`config.mk`:
```
export PLATFORM = sky130hd
export DESIGN_NAME = inst_fetch_ctrl_flat
export DESIGN_NICKNAME = d
export VERILOG_FILES = /design/src/rtl/inst_fetch_ctrl_if.sv /design/src/rtl/inst_fetch_ctrl.sv /design/src/flat_wrapper.sv
export SDC_FILE = /design/constraint.sdc
export NUM_CORES = 1
export LEC_CHECK = 0
export CORE_AREA = 2 2 95 97
export CTS_CLUSTER_SIZE = 8
export DETAILED_ROUTE_END_ITERATION = 10
export DIE_AREA = 0 0 97 99
export PLACE_DENSITY = 0.83
export SETUP_SLACK_MARGIN = 0.4
export SKIP_LAST_GASP = 1
export SLEW_MARGIN = 20
export SYNTH_ARGS = -nofsm -noshare
export SYNTH_HDL_FRONTEND = slang
export SYNTH_SLANG_ARGS = --single-unit
```
`constraint.sdc`:
```
create_clock -name clk -period 1.77 [get_ports clk]
set_clock_uncertainty 0.15 [all_clocks]
set_input_delay 0.354 -clock clk [delete_from_list [all_inputs] [get_ports clk]]
set_output_delay 0.354 -clock clk [all_outputs]
set_load 0.02 [all_outputs]
```
`src/rtl/inst_fetch_ctrl_if.sv`:
```
// Fetch-controller bus bundle: instruction-memory req/ack, decode valid/ready, jump redirect.
// Signal names match the original inst_fetch_ctrl ports; master is the controller side.
interface inst_fetch_ctrl_if #(
    parameter int DATA_WIDTH = 16
);
    logic                  o_imem_req;
    logic [DATA_WIDTH-1:0] o_imem_addr;
    logic                  i_imem_ack;
    logic [DATA_WIDTH-1:0] i_imem_data;
    logic [DATA_WIDTH-1:0] o_inst;
    logic                  o_inst_valid;
    logic                  i_inst_ready;
    logic [DATA_WIDTH-1:0] o_npc;
    logic                  i_jump_valid;
    logic [DATA_WIDTH-1:0] i_jump_addr;
    logic [15:0]           o_jump_cnt;

    modport master (
        output o_imem_req, o_imem_addr, o_inst, o_inst_valid, o_npc, o_jump_cnt,
        input  i_imem_ack, i_imem_data, i_inst_ready, i_jump_valid, i_jump_addr
    );

    modport slave (
        input  o_imem_req, o_imem_addr, o_inst, o_inst_valid, o_npc, o_jump_cnt,
        output i_imem_ack, i_imem_data, i_inst_ready, i_jump_valid, i_jump_addr
    );
endinterface

```
`src/rtl/inst_fetch_ctrl.sv`:
```
// PC and instruction-fetch controller: IDLE -> FETCH -> HOLD with jump redirect and squash.
// Optional taken-redirect counter enabled by defining IFC_JUMP_CNT_EN.
module inst_fetch_ctrl #(
    parameter int                    DATA_WIDTH = 16,
    parameter logic [DATA_WIDTH-1:0] RESET_ADDR = '0
) (
    input logic                clk,
    input logic                rst_n,
    inst_fetch_ctrl_if.master  bus
);

    typedef enum logic [1:0] {
        IDLE  = 2'd0,
        FETCH = 2'd1,
        HOLD  = 2'd2
    } state_t;

    state_t                state_q, state_d;
    logic [DATA_WIDTH-1:0] pc_q, pc_d;
    logic                  squash_q, squash_d;
    logic                  req_q, req_d;
    logic [DATA_WIDTH-1:0] addr_q, addr_d;
    logic [DATA_WIDTH-1:0] inst_q, inst_d;
    logic                  valid_q, valid_d;
    logic [DATA_WIDTH-1:0] npc_q, npc_d;
    logic [DATA_WIDTH-1:0] pc_inc;

    assign pc_inc = pc_q + DATA_WIDTH'(1);

    always_comb begin
        state_d  = state_q;
        pc_d     = pc_q;
        squash_d = squash_q;
        req_d    = req_q;
        addr_d   = addr_q;
        inst_d   = inst_q;
        valid_d  = valid_q;
        npc_d    = npc_q;

        case (state_q)
            IDLE: begin
                state_d = FETCH;
                req_d   = 1'b1;
                if (bus.i_jump_valid) begin
                    pc_d   = bus.i_jump_addr;
                    addr_d = bus.i_jump_addr;
                end else begin
                    addr_d = pc_q;
                end
            end

            FETCH: begin
                if (bus.i_jump_valid) begin
                    pc_d    = bus.i_jump_addr;
                    valid_d = 1'b0;
                    // Without an ack the request must stay stable, so remember to drop its data.
                    if (bus.i_imem_ack) begin
                        squash_d = 1'b0;
                        addr_d   = bus.i_jump_addr;
                    end else begin
                        squash_d = 1'b1;
                    end
                end else if (bus.i_imem_ack) begin
                    if (squash_q) begin
                        squash_d = 1'b0;
                        addr_d   = pc_q;
                    end else begin
                        inst_d  = bus.i_imem_data;
                        valid_d = 1'b1;
                        npc_d   = pc_inc;
                        pc_d    = pc_inc;
                        req_d   = 1'b0;
                        state_d = HOLD;
                    end
                end
            end

            HOLD: begin
                if (bus.i_jump_valid) begin
                    pc_d    = bus.i_jump_addr;
                    addr_d  = bus.i_jump_addr;
                    valid_d = 1'b0;
                    req_d   = 1'b1;
                    state_d = FETCH;
                end else if (bus.i_inst_ready) begin
                    addr_d  = pc_q;
                    valid_d = 1'b0;
                    req_d   = 1'b1;
                    state_d = FETCH;
                end
            end

            default: begin
                state_d = IDLE;
                req_d   = 1'b0;
                valid_d = 1'b0;
            end
        endcase
    end

    always_ff @(posedge clk or negedge rst_n) begin
        if (!rst_n) begin
            state_q  <= IDLE;
            pc_q     <= RESET_ADDR;
            squash_q <= 1'b0;
            req_q    <= 1'b0;
            addr_q   <= RESET_ADDR;
            inst_q   <= '0;
            valid_q  <= 1'b0;
            npc_q    <= RESET_ADDR;
        end else begin
            state_q  <= state_d;
            pc_q     <= pc_d;
            squash_q <= squash_d;
            req_q    <= req_d;
            addr_q   <= addr_d;
            inst_q   <= inst_d;
            valid_q  <= valid_d;
            npc_q    <= npc_d;
        end
    end

    assign bus.o_imem_req   = req_q;
    assign bus.o_imem_addr  = addr_q;
    assign bus.o_inst       = inst_q;
    assign bus.o_inst_valid = valid_q;
    assign bus.o_npc        = npc_q;

`ifdef IFC_JUMP_CNT_EN
    logic [15:0] jump_cnt_q, jump_cnt_d;

    always_comb begin
        jump_cnt_d = jump_cnt_q;
        if (bus.i_jump_valid && (jump_cnt_q != 16'hFFFF)) begin
            jump_cnt_d = jump_cnt_q + 16'd1;
        end
    end

    always_ff @(posedge clk or negedge rst_n) begin
        if (!rst_n) begin
            jump_cnt_q <= '0;
        end else begin
            jump_cnt_q <= jump_cnt_d;
        end
    end

    assign bus.o_jump_cnt = jump_cnt_q;
`else
    assign bus.o_jump_cnt = '0;
`endif

endmodule

```
`src/flat_wrapper.sv`:
```
// flat-port wrapper written by rule: the top's interface ports become plain ports
module inst_fetch_ctrl_flat 
#(
    parameter int                    DATA_WIDTH = 16,
    parameter logic [DATA_WIDTH-1:0] RESET_ADDR = '0
)
  (clk, rst_n, bus_o_imem_req, bus_o_imem_addr, bus_o_inst, bus_o_inst_valid, bus_o_npc, bus_o_jump_cnt, bus_i_imem_ack, bus_i_imem_data, bus_i_inst_ready, bus_i_jump_valid, bus_i_jump_addr);
  inst_fetch_ctrl_if #(.DATA_WIDTH(DATA_WIDTH)) bus_i ();
  input logic clk;
  input logic rst_n;
  output wire logic [$bits(bus_i.o_imem_req)-1:0] bus_o_imem_req;
  output wire logic [$bits(bus_i.o_imem_addr)-1:0] bus_o_imem_addr;
  output wire logic [$bits(bus_i.o_inst)-1:0] bus_o_inst;
  output wire logic [$bits(bus_i.o_inst_valid)-1:0] bus_o_inst_valid;
  output wire logic [$bits(bus_i.o_npc)-1:0] bus_o_npc;
  output wire logic [$bits(bus_i.o_jump_cnt)-1:0] bus_o_jump_cnt;
  input wire logic [$bits(bus_i.i_imem_ack)-1:0] bus_i_imem_ack;
  input wire logic [$bits(bus_i.i_imem_data)-1:0] bus_i_imem_data;
  input wire logic [$bits(bus_i.i_inst_ready)-1:0] bus_i_inst_ready;
  input wire logic [$bits(bus_i.i_jump_valid)-1:0] bus_i_jump_valid;
  input wire logic [$bits(bus_i.i_jump_addr)-1:0] bus_i_jump_addr;
  assign bus_o_imem_req = bus_i.o_imem_req;
  assign bus_o_imem_addr = bus_i.o_imem_addr;
  assign bus_o_inst = bus_i.o_inst;
  assign bus_o_inst_valid = bus_i.o_inst_valid;
  assign bus_o_npc = bus_i.o_npc;
  assign bus_o_jump_cnt = bus_i.o_jump_cnt;
  assign bus_i.i_imem_ack = bus_i_imem_ack;
  assign bus_i.i_imem_data = bus_i_imem_data;
  assign bus_i.i_inst_ready = bus_i_inst_ready;
  assign bus_i.i_jump_valid = bus_i_jump_valid;
  assign bus_i.i_jump_addr = bus_i_jump_addr;
  inst_fetch_ctrl #(.DATA_WIDTH(DATA_WIDTH), .RESET_ADDR(RESET_ADDR)) u_core (.clk(clk), .rst_n(rst_n), .bus(bus_i));
endmodule
```
==> impl_metrics.toml, run 1 <==
[power_and_ir_drop]
p_int_mw = 6.19
power_frac_seq = 0.293
peakVddDrop_uv = 949
powerDensity_mw_per_mm2 = 1660
netSwitchingFraction = 0.394
combPwrFrac = 0.572
p_leak_nw = 2.86
power.switching_mw = 4.03
clockPowerShare = 0.135

[logic_synthesis]
synth_common_cells = "nand2_1, dfrtp_1, o21ai_0"
syn_avg_cell_area_um2 = 9.67
synth-warning-count = 0
synth.distinct_cells = 63
yosysTopAreaCell = "dfrtp_1"
synth_edf_count = 0
ys_seq_area_frac = 0.465
yosys-top-cells-area = "dfrtp_1, nand2_1, buf_4, mux2_2, o21ai_0"
synth_most_common_cell = "nand2_1"
synth_top_area_share = 0.465
syn_inst = 384
async_flop_share = 1.00
ys.flop_type = "dfrtp_1"
ys_ff_latch = 69
syn_area_mm2 = 0.00371

[layout]
diodes = 0
final_net_count = 596
fin_cells = 671
drive_gt1_frac = 0.503
regArea_mm2 = 0.00174
n_fill_cell = 615
syn_to_final_growth_pct = 65.9
multiInputGateArea_mm2 = 0.00213

[die]
die_w_um = 97
start_util = 0.434
rows = 34
boundaryPins = 103
dieHeight_um = 99
core_mm2 = 0.00855
die-area_mm2 = 0.00960

[sta]
fin_crit_sh = 0.969
hold_viol_final = 0
drv_slew = 0
setup_violations = 0
rsz0062_at_grt = "yes"
hold-worst-slack_ns = 0.316
period_needed_ns = 1.71
fmax_mhz = 583

[grt]
grt_pass1_wl_um = 17500
grt-ovfl-total = 0
antenna_found_initial = 0
grt_max_degree = 70
grt_pass1_vias = 3515
track_usage = 0.230

[worst_hold_path]
hp-class = "in2reg"

[routing]
drt_pass1_iterations = 5
drc = 0
wl_per_cell_um = 17.4
viasPerCell = 5.27
wirelength_um = 11700
vias = 3537
final_antenna_net_count = 0
drt_iter0_drc = 173

[clock_tree]
clkSinkCount = 69
cts_max_path_buffers = 2
cts.clk_slew.worst_paths_ns = 0.08
cts_tree = "done"
insertion_delay_ns = 0.36
h-tree-depth = 3
cts_made_buffers = 9
root_buffer = "clkbuf_8"

[worst_setup_path]
crit_fanout = 8
cp.required_ns = 1.87
worst_setup_path_end_kind = "flip-flop"
cpMaxStageDelayCell = "dfrtp_1"
critPathKind = "reg2reg"
crit_chain = "buf_6 > buf_12 > a22oi_4 > clkbuf_16 > mux2_4"
max_stage_delay_ns = 0.41
start_kind = "flip-flop"
arrival_ns = 1.81

[placement]
place_congestion = 0.915
port-buffer-count = 86
detailed_place_hpwl_um = 7160
dpl.cell_count = 590

[job]
maxCapViolations = 0

[outcome]
status = "finished clean"
-- logic make-up (layout without fill, tap and decap cells) --
kind of cell / Yosys count / in the layout / share of synthesized area
adder cells (fa/ha/maj): 1 / 1 / 0.00337
AO/OA/AOI/OAI: 78 / 78 / 0.141
AND/OR/NAND/NOR: 147 / 147 / 0.200
multiplexers: 23 / 23 / 0.0697
buffers and inverters: 52 / 216 / 0.0893
flip-flops: 69 / 69 / 0.465
XOR/XNOR: 13 / 13 / 0.0307
other: 1 / 16 / 0.00101
-- registers in the layout, indices dropped and copies added (netlist names) --
name / cells
u_core.squash_q: 1
u_core.state_q: 2
u_core.bus.o_imem_addr: 16
u_core.bus.o_inst_valid: 1
u_core.bus.o_inst: 16
u_core.bus.o_npc: 16
u_core.bus.o_imem_req: 1
u_core.pc_q: 16
-- per-layer routing --
metal  global-route usage  share of wire  vias up
met5                    0              0        -
met4               0.0813          0.019        0
met3               0.0560          0.077       25
met2                0.389           0.52      164
met1                0.290           0.39     1703
li1                     -              -     1645
-- through the flow --
step                utilization  power (mW)  setup WS (ns)  setup TNS, ns  cell area (um2)
floorplan                     -        5.26          0.123              0             3960
global placement          0.579        6.97         -0.343         -19.99             4950
detailed placement        0.579        7.08         -0.420         -22.15             4950
CTS                       0.662        9.39         0.0563              0             5660
global route              0.721        10.7         0.0202              0             6160
finish                    0.721        10.2         0.0553              0             6160
-- placed cells by master, fill, tap and decap left out, drive strengths merged, types with 2 or more instances in the layout --
cell type,count
nand2,94
nand2b,5
clkinvlp,3
nor2,13
nor3,5
o21a,3
xor2,4
dfrtp,69
a32oi,4
buf,153
dlygate4sd2,3
o21ai,34
mux2,23
and4,2
nand3,8
nor4,5
conb,16
a22oi,3
clkbuf,13
nand4,7
a22o,2
a21boi,2
clkdlybuf4s50,32
a21oi,13
inv,10
o31a,2
xnor2,9
o221ai,3
-- power by group through the flow --
stage               sequential, mW  combinational, mW  clock [mW]
floorplan                     3.40               1.85           0
global placement              2.85               4.12           0
detailed placement            2.88               4.20           0
CTS                           2.93               5.05        1.41
global route                  3.08               6.16        1.48
finish                        3.00               5.84        1.38
-- area by class of cell --
class	instances	area share
Timing Repair Buffer	192	0.310
Inverter	8	0.00609
Clock buffer	10	0.0223
Multi-Input combinational cell	278	0.345
Clock inverter	6	0.0114
Tap cell	108	0.0219
Sequential cell	69	0.283
-- worst paths after layout --
kind                                      start                          to  slack (ns)  depth (start not counted)
max                           u_core.state_q[0]  u_core.bus.o_imem_addr[14]        0.06                          5
min in group asynchronous                 rst_n        u_core.bus.o_inst[4]        0.41                          3
max reg2reg                   u_core.state_q[0]  u_core.bus.o_imem_addr[14]        0.06                          5
min reg2reg                u_core.bus.o_inst[3]        u_core.bus.o_inst[3]        0.37                          2
min                              bus_i_imem_ack             u_core.squash_q        0.32                          2
max in group asynchronous                 rst_n              u_core.pc_q[7]        0.74                          3
-- worst max-delay path, delay by kind of cell (launching register included) --
kind / cells / cell delay [ns]
AOI/OAI and AO/OA: 1 / 0.24
buffers and inverters: 3 / 0.50
DFF: 1 / 0.41
muxes: 1 / 0.30
-- timing repair --
action	in CTS	in global routing
setup buffers	35	25
endpoints found under the hold margin	69	0
hold buffers	1	0
resized for setup	329	87
gates cloned	2	2
pin swaps	7	55
setup endpoints to repair	119	119
No activity file was read; power rests on OpenSTA's default activity.
==> inputs of run 2 (changes only) <==
--- a/config.mk
+++ b/config.mk
@@ -9,7 +9,7 @@
 export CTS_CLUSTER_SIZE = 8
 export DETAILED_ROUTE_END_ITERATION = 10
 export DIE_AREA = 0 0 97 99
-export PLACE_DENSITY = 0.83
+export PLACE_DENSITY = 0.82
 export SETUP_SLACK_MARGIN = 0.4
 export SKIP_LAST_GASP = 1
 export SLEW_MARGIN = 20
==> run 2 against run 1 <==
The flow now finishes with violations (setup timing). Die area unchanged. Sequential power about the same. Critical endpoint is now u_core.bus.o_npc[5]. Non-clock buffer count increased by 4. Largest power group unchanged. Hold slack better by 0.034 ns.
==> impl_metrics.toml, run 2 (synthesis gave the netlist of run 1 again) <==
[outcome]
status = "complete, but fails checks"
violations = "setup timing"

[sta]
fin_crit_sh = 1.01
drv_slew = 0
period_needed_ns = 1.78
hold-worst-slack_ns = 0.350
hold_viol_final = 0
setup_violations = 1
worst_slack_ns = -0.00939
rsz0062_at_grt = "yes"
fmax_mhz = 562

[placement]
dpl.cell_count = 600
detailed_place_hpwl_um = 7340
port-buffer-count = 86
place_congestion = 0.889

[worst_setup_path]
worst_setup_path_end_kind = "flip-flop"
cpMaxStageDelayCell = "or3_4"
max_stage_delay_ns = 0.43
critPathBufInv = 3
crit_fanout = 12
cp-startpoint = "u_core.state_q[0]"
endpoint = "u_core.bus.o_npc[5]"
r2r_cells = 6
crit_chain = "buf_6 > buf_6 > nand2b_4 > or3_4 > clkbuf_16 > o21ai_1"
arrival_ns = 1.88
crit_cells = 6
critPathKind = "reg2reg"
cp.required_ns = 1.87
r2r_end = "u_core.bus.o_npc[5]"
start_kind = "flip-flop"
critical_path.most_common_cell = "buf_6"
r2r-start = "u_core.state_q[0]"
ff2ff_setup_slack_ns = -0.009
cp_top_family = "simple AND/OR/NAND/NOR gates"

[die]
boundaryPins = 103
core_mm2 = 0.00855
dieHeight_um = 99
start_util = 0.434
rows = 34
die-area_mm2 = 0.00960
die_w_um = 97

[layout]
diodes = 0
final_net_count = 600
fin_cells = 675
utilization = 0.724
drive_gt1_frac = 0.478
syn_to_final_growth_pct = 66.6
n_fill_cell = 577
layout_common_cells = "nand2_1, buf_4, buf_6"

[grt]
grt_pass1_wl_um = 17700
grt.busiest_layer = "met2"
grt_pass1_vias = 3441
grt_max_degree = 70
track_usage = 0.231
antenna_found_initial = 0
use_met3 = 0.0454
met2_usage = 0.388
use_met1 = 0.301
grt-ovfl-total = 0

[clock_tree]
h-tree-depth = 3
root_buffer = "clkbuf_8"
cts.clk_slew.worst_paths_ns = 0.08
cts_made_buffers = 9
insertion_delay_ns = 0.35
cts_tree = "done"
clkSinkCount = 69
cts_max_path_buffers = 2

[routing]
drt_iter0_drc = 215
wirelength_um = 12700
vias = 3624
wl_per_cell_um = 18.7
viasPerCell = 5.37
final_antenna_net_count = 0
drt_pass1_iterations = 5
drc = 0

[power_and_ir_drop]
p_leak_nw = 2.91
peakVddDrop_uv = 841
powerDensity_mw_per_mm2 = 1640

[job]
maxCapViolations = 0

[worst_hold_path]
hold_start = "u_core.bus.o_inst[1]"
hp-class = "reg2reg"
==> run 2: cell count changes in the layout (fill, tap and decap cells not counted), sizes merged <==
| cell | change |
|---|---|
| clkinv | +4 |
| buf | +2 |
| clkbuf | +2 |
| inv | -2 |
| bufinv | -1 |
| clkinvlp | -1 |
==> run 2: worst min-delay path: cells and delay by family, from the launching register on <==
kind          cells  cell delay, ns
simple gates      2            0.10
flops             1            0.37
==> run 2: worst min-delay path by stage <==
stage          cells after the start                        end
2_1_floorplan                      0  u_core.bus.o_imem_addr[0]
6_report                           2       u_core.bus.o_inst[1]
3_3_place_gp                       2       u_core.bus.o_inst[4]
4_1_cts                            2       u_core.bus.o_inst[7]
5_1_grt                            2      u_core.bus.o_inst[10]
3_5_place_dp                       2       u_core.bus.o_inst[3]
==> run 2: final cells by class <==
type | count | area, um2 | area share
multi-input cells | 278 | 2100 | 0.339
repair buffers | 196 | 2000 | 0.324
flip-flops and latches | 69 | 1730 | 0.280
clock buffers | 10 | 138 | 0.0222
well taps | 108 | 135 | 0.0218
clock inverters | 6 | 38.8 | 0.00627
inverters | 8 | 37.5 | 0.00607
==> run 2: metrics by stage <==
stage / setup TNS (ns) / instance area, um2 / setup slack [ns] / power (mW)
after floorplan: 0 / 3960 / 0.123 / 5.26
after global placement: -15.22 / 5040 / -0.321 / 7.04
after detailed placement: -18.75 / 5040 / -0.384 / 7.16
after CTS: 0 / 5660 / 0.0855 / 9.14
after global routing: -0.0555 / 6190 / -0.0416 / 10.6
final: -0.00939 / 6190 / -0.00939 / 10.2
==> run 2: what timing repair did <==
item | in CTS | in global routing
hold buffers | 1 | 0
endpoints found under the setup margin | 119 | 119
gates resized for setup | 339 | 64
cloned | 1 | 7
endpoints found under the hold margin | 69 | 0
setup buffers | 28 | 22
pin swaps | 13 | 30
==> run 2: metal layers <==
layer | wire length (um) | part of all wire
met5 | 0 | 0
met4 | 392 | 0.031
met3 | 843 | 0.067
met2 | 6290 | 0.50
met1 | 5120 | 0.40
==> run 2: where the power goes <==
part	switching (mW)	total, mW	internal, mW
Combinational	2.73	5.95	3.22
Clock	0.656	1.20	0.542
Sequential	0.712	3.00	2.29
Total	4.09	10.2	6.06
==> inputs of run 3 (changes only) <==
--- a/config.mk
+++ b/config.mk
@@ -10,7 +10,6 @@
 export DETAILED_ROUTE_END_ITERATION = 10
 export DIE_AREA = 0 0 97 99
 export PLACE_DENSITY = 0.82
-export SETUP_SLACK_MARGIN = 0.4
 export SKIP_LAST_GASP = 1
 export SLEW_MARGIN = 20
 export SYNTH_ARGS = -nofsm -noshare
==> run 3 against run 2 <==
The flow now finishes without violations. Via count is 10% lower. Clock power is 9% lower. Critical path depth is 2 lower. Wire length is 21% lower. Power is 24% lower. Non-clock buffer count is 55 lower. Global-route usage is 2.9 points lower. First-iteration DRC count is 5.6% higher. Setup slack better by 0.040 ns. Combinational power is 36% lower. Maximum frequency is 2.3% higher. Critical path type unchanged. Largest cell class unchanged. Largest power group unchanged.
==> impl_metrics.toml, run 3 (synthesis gave the netlist of run 1 again) <==
[outcome]
status = "finished clean"

[layout]
n_fill_cell = 747
drive_gt1_frac = 0.209
multiInputGateArea_mm2 = 0.00175
final_net_count = 545
diodes = 0
syn_to_final_growth_pct = 37.8
layout_common_cells = "nand2_1, dfrtp_1, dlygate4sd2_1"
utilization = 0.598
layout_commonest_cell = "nand2_1"
regArea_mm2 = 0.00173

[routing]
wl_per_cell_um = 16.1
drc = 0
vias = 3256
drt_iter0_drc = 227
wirelength_um = 9970
viasPerCell = 5.25
final_antenna_net_count = 0
drt_pass1_iterations = 5

[clock_tree]
root_buffer = "clkbuf_8"
cts_max_path_buffers = 2
insertion_delay_ns = 0.34
h-tree-depth = 3
cts.clk_slew.worst_paths_ns = 0.07
cts_made_buffers = 9
clkSinkCount = 69
cts_tree = "done"

[die]
boundaryPins = 103
rows = 34
core_mm2 = 0.00855
die-area_mm2 = 0.00960
die_w_um = 97
start_util = 0.434
dieHeight_um = 99

[worst_hold_path]
holdPathStages = 2
hp-class = "in2reg"
hold_start = "bus_i_imem_ack"
hold_end = "u_core.squash_q"

[sta]
rsz0062_at_grt = "yes"
hold_viol_final = 0
fin_crit_sh = 0.983
fmax_mhz = 575
drv_slew = 0
setup_violations = 0
period_needed_ns = 1.74
hold-worst-slack_ns = 0.209

[worst_setup_path]
worst_setup_path_end_kind = "flip-flop"
crit_fanout = 5
ff2ff_setup_slack_ns = 0.03
cp.required_ns = 1.83
critPathKind = "reg2reg"
r2r_cells = 4
arrival_ns = 1.80
r2r_end = "u_core.pc_q[12]"
r2r-start = "u_core.state_q[0]"
start_kind = "flip-flop"

[power_and_ir_drop]
powerDensity_mw_per_mm2 = 1500
peakVddDrop_uv = 685
p_leak_nw = 2.43

[grt]
antenna_found_initial = 0
grt-ovfl-total = 0
grt_max_degree = 70
grt_pass1_vias = 3238
track_usage = 0.202
grt_pass1_wl_um = 15600

[placement]
detailed_place_hpwl_um = 7050
place_congestion = 0.898
port-buffer-count = 86

[job]
maxCapViolations = 0
-- run 3: changes by cell type in the layout (fill, tap and decap cells not counted), moves of 4 or more --
cell	previous run	this run
mux2_4	15	0
o21ai_1	18	6
nand2_4	11	0
mux2_2	8	13
dlygate4sd2_1	3	50
mux2_1	0	10
buf_4	76	47
nand3_1	3	7
o21ai_0	7	27
nand2_2	7	1
buf_6	71	1
o21ai_2	7	1
nand2_1	76	93
-- run 3: cell type report --
class | count | share of cell area
clock buffer | 11 | 0.0257
clock inverter | 5 | 0.00538
inverter | 8 | 0.00636
multi-input combinational | 278 | 0.343
sequential | 69 | 0.339
tap | 108 | 0.0264
timing repair buffer | 141 | 0.255
-- run 3: what timing repair did --
item | CTS | global route
endpoints found under the hold margin | 69 | 0
pin swaps | 1 | 1
resized for setup | 50 | 16
setup endpoints to repair | 54 | 53
cloned | 0 | 2
hold buffers | 1 | 0
buffers inserted | 1 | 1
-- run 3: worst max path at each step --
stage                                  from               to  cells after the start
after floorplan              u_core.pc_q[0]  u_core.pc_q[10]                      5
after global placement     bus_i_jump_valid  u_core.pc_q[12]                      5
after detailed placement   bus_i_jump_valid  u_core.pc_q[12]                      5
after CTS                  bus_i_jump_valid  u_core.pc_q[12]                      6
after global routing         u_core.pc_q[0]  u_core.pc_q[10]                      5
final                     u_core.state_q[0]  u_core.pc_q[12]                      4
-- run 3: metrics by stage --
step           setup slack, ns  total power [mW]  instance area (um2)  cells  setup TNS, ns
6_report                0.0305              7.70                 5120    620              0
5_1_grt                -0.0179              8.19                 5120    620        -0.0398
4_1_cts                -0.0462              7.59                 5000    617        -0.0462
3_5_place_dp            -0.427              6.89                 4890    599         -20.65
3_3_place_gp            -0.358              6.76                 4890    599         -17.89
2_1_floorplan          0.00163              4.93                 3770    399              0
-- run 3: report_power, final --
| part | total, mW | leakage [nW] | switching [mW] | internal (mW) |
|---|---|---|---|---|
| combinational | 3.82 | 1.51 | 2.13 | 1.68 |
| clock | 1.09 | 0.0829 | 0.588 | 0.499 |
| sequential | 2.80 | 0.835 | 0.512 | 2.28 |
| total | 7.70 | 2.43 | 3.23 | 4.47 |
-- run 3: per-layer routing --
layer	global-route usage	part of all wire	up-vias
met3	0.0333	0.061	24
met1	0.263	0.43	1554
met2	0.340	0.48	137
met4	0.0737	0.027	0
li1	-	-	1541
met5	0	0	-
-- run 3: critical path, stage by stage, from the launching register on --
cell	delay, ns
dfrtp_2	0.45
and2b_1	0.25
a221o_1	0.43
a32oi_1	0.20
o21ai_0	0.13
